==> src/rtl/int_to_floating_point_pkg.sv <==
// rtl/int_to_floating_point_pkg.sv - shared FPU conversion widths, rounding modes and state encoding
package int_to_floating_point_pkg;

   localparam int INT_SIZE      = 64;
   localparam int MANTISSA_SIZE = 23;
   localparam int EXPONENT_SIZE = 8;
   localparam int PRECISION     = 1 + EXPONENT_SIZE + MANTISSA_SIZE;
   localparam int EXP_BIAS      = 127;

   // Rounding-mode encoding shared with the float-to-int stage.
   localparam logic [1:0] RM_RZ  = 2'b00;
   localparam logic [1:0] RM_RUP = 2'b01;
   localparam logic [1:0] RM_RDN = 2'b10;
   localparam logic [1:0] RM_RNE = 2'b11;

   typedef enum logic [1:0] {
      ST_IDLE  = 2'd0,
      ST_NORM  = 2'd1,
      ST_ROUND = 2'd2,
      ST_ZERO  = 2'd3
   } conv_state_t;

endpackage

==> src/rtl/fp_round_pack.sv <==
// rtl/fp_round_pack.sv - combinational rounding and packing of a normalised significand
module fp_round_pack
   import int_to_floating_point_pkg::*;
#(
   parameter int mantissa_size = MANTISSA_SIZE,
   parameter int exponent_size = EXPONENT_SIZE
) (
   input  logic                                 sign,
   input  logic [exponent_size-1:0]             exponent,
   input  logic [mantissa_size-1:0]             frac,
   input  logic                                 guard,
   input  logic                                 sticky,
   input  logic [1:0]                           mode,
   output logic [exponent_size+mantissa_size:0] packed_float,
   output logic                                 inexact
);

   logic                     inc;
   logic [mantissa_size:0]   frac_sum;
   logic [exponent_size-1:0] exp_out;

   always_comb begin
      inc = 1'b0;
      case (mode)
         RM_RZ:   inc = 1'b0;
         RM_RUP:  inc = !sign & (guard | sticky);
         RM_RDN:  inc = sign & (guard | sticky);
         default: inc = guard & (sticky | frac[0]);
      endcase
   end

   // A carry out of the fraction leaves it all-zero and bumps the exponent.
   assign frac_sum     = {1'b0, frac} + {{mantissa_size{1'b0}}, inc};
   assign exp_out      = exponent + {{(exponent_size-1){1'b0}}, frac_sum[mantissa_size]};
   assign packed_float = {sign, exp_out, frac_sum[mantissa_size-1:0]};
   assign inexact      = guard | sticky;

endmodule

==> src/rtl/int_to_floating_point.sv <==
// rtl/int_to_floating_point.sv - iterative integer to IEEE-754 float converter with start/busy/done
module int_to_floating_point
   import int_to_floating_point_pkg::*;
#(
   parameter int int_size      = INT_SIZE,
   parameter int mantissa_size = MANTISSA_SIZE,
   parameter int exponent_size = EXPONENT_SIZE,
   parameter int precision     = PRECISION,
   parameter int exp_bias      = EXP_BIAS
) (
   input  logic                 clk,
   input  logic                 reset,
   input  logic                 start,
   input  logic [int_size-1:0]  int_in,
   input  logic                 is_signed,
   input  logic [1:0]           conv,
   output logic [precision-1:0] float,
   output logic                 busy,
   output logic                 done,
   output logic                 inexact_flag
);

   localparam int CNT_W = $clog2(int_size) + 1;

   conv_state_t              state;
   logic                     sign_q;
   logic [1:0]               mode_q;
   logic [int_size-1:0]      mag;
   logic [CNT_W-1:0]         count;

   logic                     sign_in;
   logic [int_size-1:0]      mag_in;
   logic [exponent_size-1:0] exp_pre;
   logic [precision-1:0]     rp_float;
   logic                     rp_inexact;

   // Negating INT_MIN wraps back to 2^(int_size-1), which is the correct magnitude.
   assign sign_in = is_signed & int_in[int_size-1];
   assign mag_in  = sign_in ? -int_in : int_in;
   assign exp_pre = exponent_size'(exp_bias + int_size - 1) - exponent_size'(count);

   fp_round_pack #(
      .mantissa_size (mantissa_size),
      .exponent_size (exponent_size)
   ) u_round_pack (
      .sign         (sign_q),
      .exponent     (exp_pre),
      .frac         (mag[int_size-2 -: mantissa_size]),
      .guard        (mag[int_size-2-mantissa_size]),
      .sticky       (|mag[int_size-3-mantissa_size:0]),
      .mode         (mode_q),
      .packed_float (rp_float),
      .inexact      (rp_inexact)
   );

   always_ff @(posedge clk or posedge reset) begin
      if (reset) begin
         state        <= ST_IDLE;
         float        <= '0;
         busy         <= 1'b0;
         done         <= 1'b0;
         inexact_flag <= 1'b0;
         sign_q       <= 1'b0;
         mode_q       <= RM_RZ;
         mag          <= '0;
         count        <= '0;
      end else begin
         case (state)
            ST_IDLE: begin
               done <= 1'b0;
               if (start) begin
                  sign_q <= sign_in;
                  mag    <= mag_in;
                  count  <= '0;
                  mode_q <= conv;
                  busy   <= 1'b1;
                  state  <= (mag_in == '0) ? ST_ZERO : ST_NORM;
               end
            end
            ST_NORM: begin
               if (mag[int_size-1]) begin
                  state <= ST_ROUND;
               end else begin
                  mag   <= mag << 1;
                  count <= count + CNT_W'(1);
               end
            end
            ST_ROUND: begin
               float        <= rp_float;
               inexact_flag <= rp_inexact;
               done         <= 1'b1;
               busy         <= 1'b0;
               state        <= ST_IDLE;
            end
            ST_ZERO: begin
               float        <= '0;
               inexact_flag <= 1'b0;
               done         <= 1'b1;
               busy         <= 1'b0;
               state        <= ST_IDLE;
            end
            default: state <= ST_IDLE;
         endcase
      end
   end

endmodule

==> config.mk <==
export PLATFORM = sky130hd
export DESIGN_NAME = int_to_floating_point
export DESIGN_NICKNAME = d
export VERILOG_FILES = /design/src/rtl/int_to_floating_point_pkg.sv /design/src/rtl/fp_round_pack.sv /design/src/rtl/int_to_floating_point.sv
export SDC_FILE = /design/constraint.sdc
export NUM_CORES = 1
export LEC_CHECK = 0
export ABC_CLOCK_PERIOD_IN_PS = 3000
export BUFFER_PORTS_ARGS = -buffer_cell sky130_fd_sc_hd__buf_2
export CAP_MARGIN = 40
export CORE_MARGIN = 5
export CORE_UTILIZATION = 42
export DETAILED_ROUTE_END_ITERATION = 6
export SLEW_MARGIN = 0
export SYNTH_ARGS = -nofsm -noshare
export SYNTH_HDL_FRONTEND = slang
export SYNTH_SLANG_ARGS = --single-unit
==> constraint.sdc <==
create_clock -name clk -period 3 [get_ports clk]
set_input_delay 0.3 -clock clk [delete_from_list [all_inputs] [get_ports clk]]
set_output_delay 0.3 -clock clk [all_outputs]
set_load 0.02 [all_outputs]
==> results of run 1 <==
[routing by layer]
metal / up-vias / track usage, % / share of wire (%)
li1: 3525 / - / -
met1: 3345 / 32.8 / 48
met2: 218 / 33.9 / 46
met3: 11 / 2.11 / 5.2
met4: 0 / 4.49 / 0.87
met5: - / 0 / 0
[report_power, final]
group          internal, uW  switching (uW)
sequential             2150             610
combinational          1440            1730
clock                   651             553
[timing repair]
action | in CTS | in global routing
pin swaps | 7 | 17
resized for setup | 9 | 22
endpoints found under the setup margin | 7 | 8
setup buffers | 3 | 5
hold buffers | 0 | 0
[critical path, cell delays in order]
cell and delay, ps:
buf_2 100, or4_4 550, or4_4 580, nor4_1 240
a21oi_1 120, nor3_1 140, a21oi_1 60, or4_1 520
or4_4 440, o31ai_4 170
[final cells by class]
| type | instances | area (um2) |
|---|---|---|
| Timing Repair Buffer | 291 | 1950 |
| Clock buffer | 10 | 229 |
| Inverter | 44 | 169 |
| Clock inverter | 6 | 68.8 |
| Multi-Input combinational cell | 614 | 4100 |
| Sequential cell | 111 | 2780 |
| Fill cell | 1541 | 7010 |
| Tap cell | 220 | 275 |
[kinds of logic (layout without fill, tap and decap cells)]
family	Yosys count	after routing	share of synthesized area [%]
and+or+nand+nor	266	266	20.0
AOI/OAI and AO/OA	242	242	21.5
DFF	111	111	39.1
buffers and inverters	105	351	5.76
xor gates and xnor gates	93	93	11.5
adders and majority gates	8	8	1.41
muxes	5	5	0.758
[placed cells by master, fill, tap and decap left out, types with 3 or more instances in the layout]
cell type   instances
a21oi_1            37
a22oi_1            60
a31oi_1             9
a41oi_1             5
and2_1              3
and3_1              7
and4_1              6
buf_2             104
buf_4             184
clkbuf_16           9
clkinvlp_4          5
dfrtp_1           111
ha_1                5
ha_4                3
inv_1              43
mux2_2              3
nand2_1            50
nand2b_1            4
nand3_1            19
nand4_1            20
nor2_1             62
nor2b_1             3
nor3_1             20
nor4_1             28
nor4_2              5
nor4_4              4
o21ai_0            72
o22ai_1            33
o31ai_1             6
o32ai_1             4
or3_1               5
or4_1               5
or4_4               3
xnor2_1            62
xor2_1             31
[sequential cells by signal (all words and copies together) (netlist names)]
name          count
sign_q            1
inexact_flag      1
done              1
count             7
float            32
busy              1
mag              64
mode_q            2
state             2
[through the flow]
stage / hold WS, ps / power (uW) / instance area (um2) / setup slack (ps)
2_1_floorplan: 405 / 4540 / 7110 / -265
3_3_place_gp: 479 / 5750 / 9040 / -325
3_5_place_dp: 488 / 5810 / 9040 / -390
4_1_cts: 143 / 7060 / 9400 / 12.1
5_1_grt: 180 / 7660 / 9570 / -156
6_report: 71.7 / 7130 / 9570 / 26.4
[worst max-delay path by stage]
stage               slack (ps)  cells past startpoint         to  startpoint
global placement          -320                     13   state[1]   int_in[0]
global route              -160                     18  float[29]      mag[3]
finish                      30                     10   state[1]  int_in[18]
CTS                         10                     10   state[1]  int_in[18]
detailed placement        -390                     13   state[1]   int_in[0]
floorplan                 -260                     11   state[1]  int_in[15]
==> metrics, run 1 <==
area share of the largest cell type after synthesis=39.1%; Initial Utilization=42.8%; Setup crit start kind=input pin; CP endpoint kind=register; Num CTS Buffers=9; Die Y=140 um; Area growth, synth to finish=34.8%; CTS tree=built; DR pass1 iterations=6; full die area=19,600 um2; GP Congestion=0.934; clk_skew=10.8 ps; I/O Buffers=104; period utilisation layout=99.1%; Final Util=57.7%; final setup fails=0; first-pass GRT wire length=35.1 mm; ys async rst share=100%; final wirelength=21.7 mm; f_max=0.336 GHz; worst-skew pair later-pin latency=350 ps; fin nets=1,149; Vias=7,099; largest net degree at the start of global routing=112; peak supply drop=409 uV; antenna violations before repair=0; std cell rows=47; Slew headroom=52.4%; clk slew on worst S/H paths=70 ps; Residual DRC=0; most frequent cell after synthesis=dfrtp_1; Post-synth top flop=dfrtp_1; CP arrival=3230 ps; DR iter-0 viols=459; GRT overflow=0; Cells after Synth=830; post-synthesis cell type count=58; worst min path class=in2async; chip width=140 um; routed len/inst=16.7 um; GRT Resource Usage Total=21.7%; fraction of layout cells with a size suffix above 1=32.1%; P_leak=0.00416 uW; Setup TNS Final=0 ps; vias in the first global route=6,813; antenna cells=0; top post-synthesis cells by area=dfrtp_1 (39%), xnor2_1 (7.6%), a22oi_1 (6.3%); worst endpoint required time=3260 ps; Yosys reg bits=111; crit-path max FO=5; Post-synth EDFFs=0; final non-filler cell total=1,296; Placed Instances=1,272; status=finished clean; clock buffer depth=2; reg2reg start=mag[7]; R2R setup slack=50 ps; r2r worst-path depth=18; Max-Cap Viols=0; Synth area leader=dfrtp_1; RSZ-0062 raised after global routing=yes; hpwl dp=16.6 mm; Synth Warn #=0; Post-Syn Area=7100 um2; Fin. Hold Viols=0; register area share after synthesis=39.1%; min cycle time layout=2970 ps; Setup Crit Path Kind=in2reg; Core Footprint=16,600 um2; Mapped Nets=908; clk root buf=clkbuf_16; PwrDens=745 nW/um2; H-tree depth=3; Vias/cell=5.48; clk sinks=111; Avg Inst Size Synth=8.55 um2; worst slew pin tran=713 ps; RR Endpoint=float[29]; Ports=105; Pins Over Slew Limit=0; Routed Antenna Nets=0; top post-synthesis cells by count=dfrtp_1 (111), o21ai_0 (72), nor2_1 (65), xnor2_1 (62), a22oi_1 (60)
(Power assumes the default switching activity.)
==> run 2: changes to the inputs <==
--- a/config.mk
+++ b/config.mk
@@ -9,7 +9,7 @@
 export BUFFER_PORTS_ARGS = -buffer_cell sky130_fd_sc_hd__buf_2
 export CAP_MARGIN = 40
 export CORE_MARGIN = 5
-export CORE_UTILIZATION = 42
+export CORE_UTILIZATION = 40
 export DETAILED_ROUTE_END_ITERATION = 6
 export SLEW_MARGIN = 0
 export SYNTH_ARGS = -nofsm -noshare
==> metrics, run 2 (synthesized netlist as in run 1, its figures left out) <==
largest registers=mag (64), float (32), count (7); Final Cell Area=9510 um2; worst endpoint required time=3220 ps; final wirelength=21.5 mm; fin nets=1,145; largest net degree at the start of global routing=112; storage element area=2780 um2; GRT Resource Usage Total=21.2%; Max-Cap Viols=0; Fin. Hold Viols=0; Vias=7,100; Worst Path Buf+Inv=2; min cycle time layout=3010 ps; DR iter-0 viols=483; max reg flops=64; GP Congestion=0.910; r2r worst-path depth=19; DR pass1 iterations=4; most frequent cells in the layout=buf_4 (178), dfrtp_1 (111), buf_2 (104); Residual DRC=0; Setup crit start kind=register; clk root buf=clkbuf_16; failing checks=setup timing; vias in the first global route=6,810; I/O Buffers=104; Routed Antenna Nets=0; reg2reg start=mag[26]; worst slew pin tran=641 ps; Seq pwr share=38.7%; RR Endpoint=float[29]; full die area=20,500 um2; Vias/cell=5.47; fraction of layout cells with a size suffix above 1=31.6%; GRT overflow=0; Die Y=143 um; first-pass GRT wire length=35.3 mm; RSZ-0062 raised after global routing=yes; switching part of the total=40.2%; Largest delay share family, worst path=simple AND/OR/NAND/NOR gates; Biggest register=mag; Psw=2830 uW; crit path cell chain=nor4_4 > buf_4 > nand4_1 > nor3_2 > buf_4 > nand3b_1 > o211a_1 > ha_4 > nand3_4 > nor2b_4 > nand2_2 > nor2_2 > nand4_1 > ha_2 > ha_4 > nand2_1 > nor2_1 > xnor2_1 > o22ai_1; Ports=105; commonest non-fill, non-tap cell in the layout=buf_4; Slowest-stage cell, CP=dfrtp_1; std cell rows=48; Initial Utilization=40.9%; P_leak=0.00416 uW; worst min path class=in2async; Post-DP Area=9010 um2; final setup fails=1; critical path depth=19; CP endpoint kind=register; antenna cells=0; R2R setup slack=-9 ps; crit-path max FO=3; clock power share=17.4%; combinational power share=43.9%; Setup Crit Path Kind=reg2reg; CP arrival=3230 ps; Area growth, synth to finish=34.0%; Internal Power=4210 uW; clk_skew=8.59 ps; Core Footprint=17,400 um2; status=complete, but fails checks; H-tree depth=3; PwrDens=741 nW/um2; f_max=0.332 GHz; Filler cells=1,640; routed len/inst=16.6 um; pre-CTS worst setup slack=-432 ps; hold_buf cts=0; worst setup path startpoint=mag[26]; clock buffer depth=2; Critical Path End=float[29]; hpwl dp=16.4 mm; Pins Over Slew Limit=0; fin worst setup slack=-8.69 ps; peak supply drop=388 uV; CTS tree=built; Setup TNS Final=-8.69 ps; antenna violations before repair=0; chip width=143 um; clk slew on worst S/H paths=70 ps; clk sinks=111; period utilisation layout=100%; worst-skew pair later-pin latency=350 ps; Max stage delay on crit path=410 ps; Slew headroom=57.3%; Num CTS Buffers=9; multi-input logic area=4060 um2
run 2: layer usage:
metal	vias to the layer above	GRT usage, %	part of all wire, %
met4	0	5.85	1.8
li1	3526	-	-
met5	-	0	0
met1	3358	32.2	49
met2	195	32.3	44
met3	21	2.18	5.4
run 2: power groups by stage:
| stage | clock network [uW] | logic (uW) | registers (uW) |
|---|---|---|---|
| finish | 1230 | 3100 | 2720 |
| floorplan | 0 | 1750 | 2790 |
| detailed placement | 0 | 3060 | 2720 |
| global placement | 0 | 3030 | 2700 |
| global route | 1330 | 3470 | 2830 |
| CTS | 1260 | 3110 | 2700 |
run 2: final cells by class:
class / instances / area share [%]
inverters: 44 / 1.78
repair buffers: 287 / 20.2
clock inverters: 6 / 0.802
well taps: 225 / 2.96
multi-input cells: 614 / 42.7
flip-flops and latches: 111 / 29.2
clock buffers: 10 / 2.41
run 2: worst min path at each step:
| stage | startpoint | slack (ps) | cells after the start | endpoint |
|---|---|---|---|---|
| 2_1_floorplan | conv[1] | 410 | 2 | mode_q[1] |
| 3_5_place_dp | done | 480 | 1 | done |
| 4_1_cts | conv[1] | 130 | 3 | mode_q[1] |
| 3_3_place_gp | done | 480 | 1 | done |
| 6_report | reset | 60 | 3 | done |
| 5_1_grt | conv[1] | 140 | 3 | mode_q[1] |
run 2: through the flow:
| stage | utilization, % | cells | total power [uW] | hold slack (ps) |
|---|---|---|---|---|
| 6_report | 54.8 | 1297 | 7050 | 59.6 |
| 4_1_cts | 54.3 | 1296 | 7080 | 127 |
| 5_1_grt | 54.8 | 1297 | 7630 | 137 |
| 3_3_place_gp | 51.9 | 1274 | 5740 | 477 |
| 3_5_place_dp | 51.9 | 1274 | 5780 | 478 |
| 2_1_floorplan | - | 830 | 4540 | 405 |
run 2: repair_timing:
action / in CTS / in global routing
endpoints found under the hold margin: 0 / 0
setup buffers: 6 / 2
endpoints found under the setup margin: 10 / 12
pin swaps: 9 / 9
gates cloned: 0 / 0
gates resized for setup: 12 / 17
run 2: worst reg2reg max path: cells and delay by family (launching register included):
kind | cells | cell delay (ps)
AO/OA/AOI/OAI | 2 | 220
XOR/XNOR | 1 | 130
adder cells (fa/ha/maj) | 3 | 580
buffers and inverters | 2 | 290
flip-flops | 1 | 410
AND/OR/NAND/NOR | 11 | 1230
==> run 3: changes to the inputs <==
--- a/config.mk
+++ b/config.mk
@@ -10,7 +10,9 @@
 export CAP_MARGIN = 40
 export CORE_MARGIN = 5
 export CORE_UTILIZATION = 40
+export CTS_BUF_LIST = sky130_fd_sc_hd__clkbuf_8
 export DETAILED_ROUTE_END_ITERATION = 6
+export REMOVE_ABC_BUFFERS = 1
 export SLEW_MARGIN = 0
 export SYNTH_ARGS = -nofsm -noshare
 export SYNTH_HDL_FRONTEND = slang
==> metrics, run 3 (synthesized netlist as in run 1, its figures left out) <==
Setup TNS Final=0 ps; Vias/cell=5.54; CTS tree=built; largest net degree at the start of global routing=65; routed len/inst=17.5 um; CP endpoint kind=register; Core Footprint=17,400 um2; clk sinks=111; peak supply drop=485 uV; CP arrival=3260 ps; full die area=20,500 um2; clk slew on worst S/H paths=120 ps; Biggest register=mag; crit-path max FO=3; min cycle time layout=2980 ps; hpwl dp=17.8 mm; worst min path class=in2async; Area growth, synth to finish=34.3%; Final Util=54.9%; Filler cells=1,651; I/O Buffers=104; vias in the first global route=6,989; fin nets=1,153; GRT Resource Usage Total=22.3%; commonest non-fill, non-tap cell in the layout=buf_4; clk root buf=clkbuf_8; final wirelength=22.9 mm; Setup crit start kind=register; status=finished clean; Residual DRC=0; hold_buf cts=0; first-pass GRT wire length=36.3 mm; r2r worst-path depth=18; Routed Antenna Nets=0; RSZ-0062 raised after global routing=yes; pre-CTS worst setup slack=-601 ps; clock buffer depth=2; fraction of layout cells with a size suffix above 1=32.8%; Max-Cap Viols=0; worst-skew pair later-pin latency=400 ps; P_leak=0.00414 uW; max reg flops=64; Slowest-stage cell, CP=dfrtp_1; Die Y=143 um; Vias=7,236; std cell rows=48; PwrDens=740 nW/um2; Num CTS Buffers=9; Max stage delay on crit path=430 ps; Setup Crit Path Kind=reg2reg; largest registers=mag (64), float (32), count (7); Worst Path Buf+Inv=1; H-tree depth=3; worst endpoint required time=3290 ps; chip width=143 um; Slew headroom=51.7%; DR iter-0 viols=528; f_max=0.336 GHz; period utilisation layout=99.3%; worst slew pin tran=725 ps; fin worst setup slack=21.5 ps; final setup fails=0; GRT overflow=0; Ports=105; GP Congestion=0.958; Largest delay share family, worst path=simple AND/OR/NAND/NOR gates; critical path depth=18; Fin. Hold Viols=0; DR pass1 iterations=6; most frequent cells in the layout=buf_4 (187), dfrtp_1 (111), buf_2 (104); crit path cell chain=nor4_2 > nand4_1 > nor3_2 > buf_4 > nand3b_1 > o211a_1 > ha_4 > nand3_4 > nor2b_4 > nand2_2 > nor2_2 > nand4_1 > ha_2 > ha_4 > nand2_2 > nor2_2 > xnor2_1 > o22ai_1; Pins Over Slew Limit=0; antenna violations before repair=1; Initial Utilization=40.9%; clk_skew=17.9 ps
run 3: routing by layer:
metal	GRT usage (%)	routed length, um	vias to the layer above
met1	30.1	10100	3424
met3	2.95	1270	41
met2	37.1	11000	233
met4	7.53	554	2
met5	0	13	-
li1	-	-	3536
run 3: final timing paths:
path | start | to | slack [ps]
setup / recovery | mag[19] | float[29] | 20
hold / removal | reset | float[18] | 8
setup reg to reg | mag[19] | float[29] | 20
hold reg to reg | done | done | 490
max in group asynchronous | reset | mag[17] | 2230
min in group clk | conv[1] | mode_q[1] | 100
run 3: cell type report:
| cell class | count | area, um2 | share of cell area (%) |
|---|---|---|---|
| clock inverter | 7 | 91.3 | 0.958 |
| tap | 225 | 282 | 2.95 |
| antenna | 1 | 2.50 | 0.0262 |
| clock buffer | 9 | 124 | 1.30 |
| timing repair buffer | 295 | 2000 | 20.9 |
| multi-input combinational | 614 | 4100 | 42.9 |
| sequential | 111 | 2780 | 29.1 |
| inverter | 44 | 168 | 1.76 |
run 3: timing repair:
item	CTS	global route
gates resized for setup	14	19
pin swaps	8	5
endpoints found under the setup margin	26	10
gates cloned	0	0
buffers inserted	2	2
run 3: power breakdown:
part | internal [uW] | switching, uW | total [uW]
registers | 2150 | 592 | 2740
clock network | 405 | 582 | 987
logic | 1530 | 1800 | 3330
run 3: worst reg2reg max path, stage by stage, from the launching register on:
cell	delay (ps)
dfrtp_1	430
nor4_2	340
nand4_1	160
nor3_2	210
buf_4	140
nand3b_1	80
o211a_1	160
ha_4	180
nand3_4	90
nor2b_4	50
nand2_2	70
nor2_2	50
nand4_1	140
ha_2	250
ha_4	170
nand2_2	60
nor2_2	100
xnor2_1	120
o22ai_1	80
run 3: stage by stage:
stage	cell area (um2)	hold slack [ps]	instances	total power, uW
after floorplan	6860	405	769	4450
after global routing	9530	64.2	1305	7590
after detailed placement	9130	469	1286	5950
after global placement	9130	468	1286	5880
after CTS	9430	28.7	1303	7040
final	9540	7.80	1306	7060
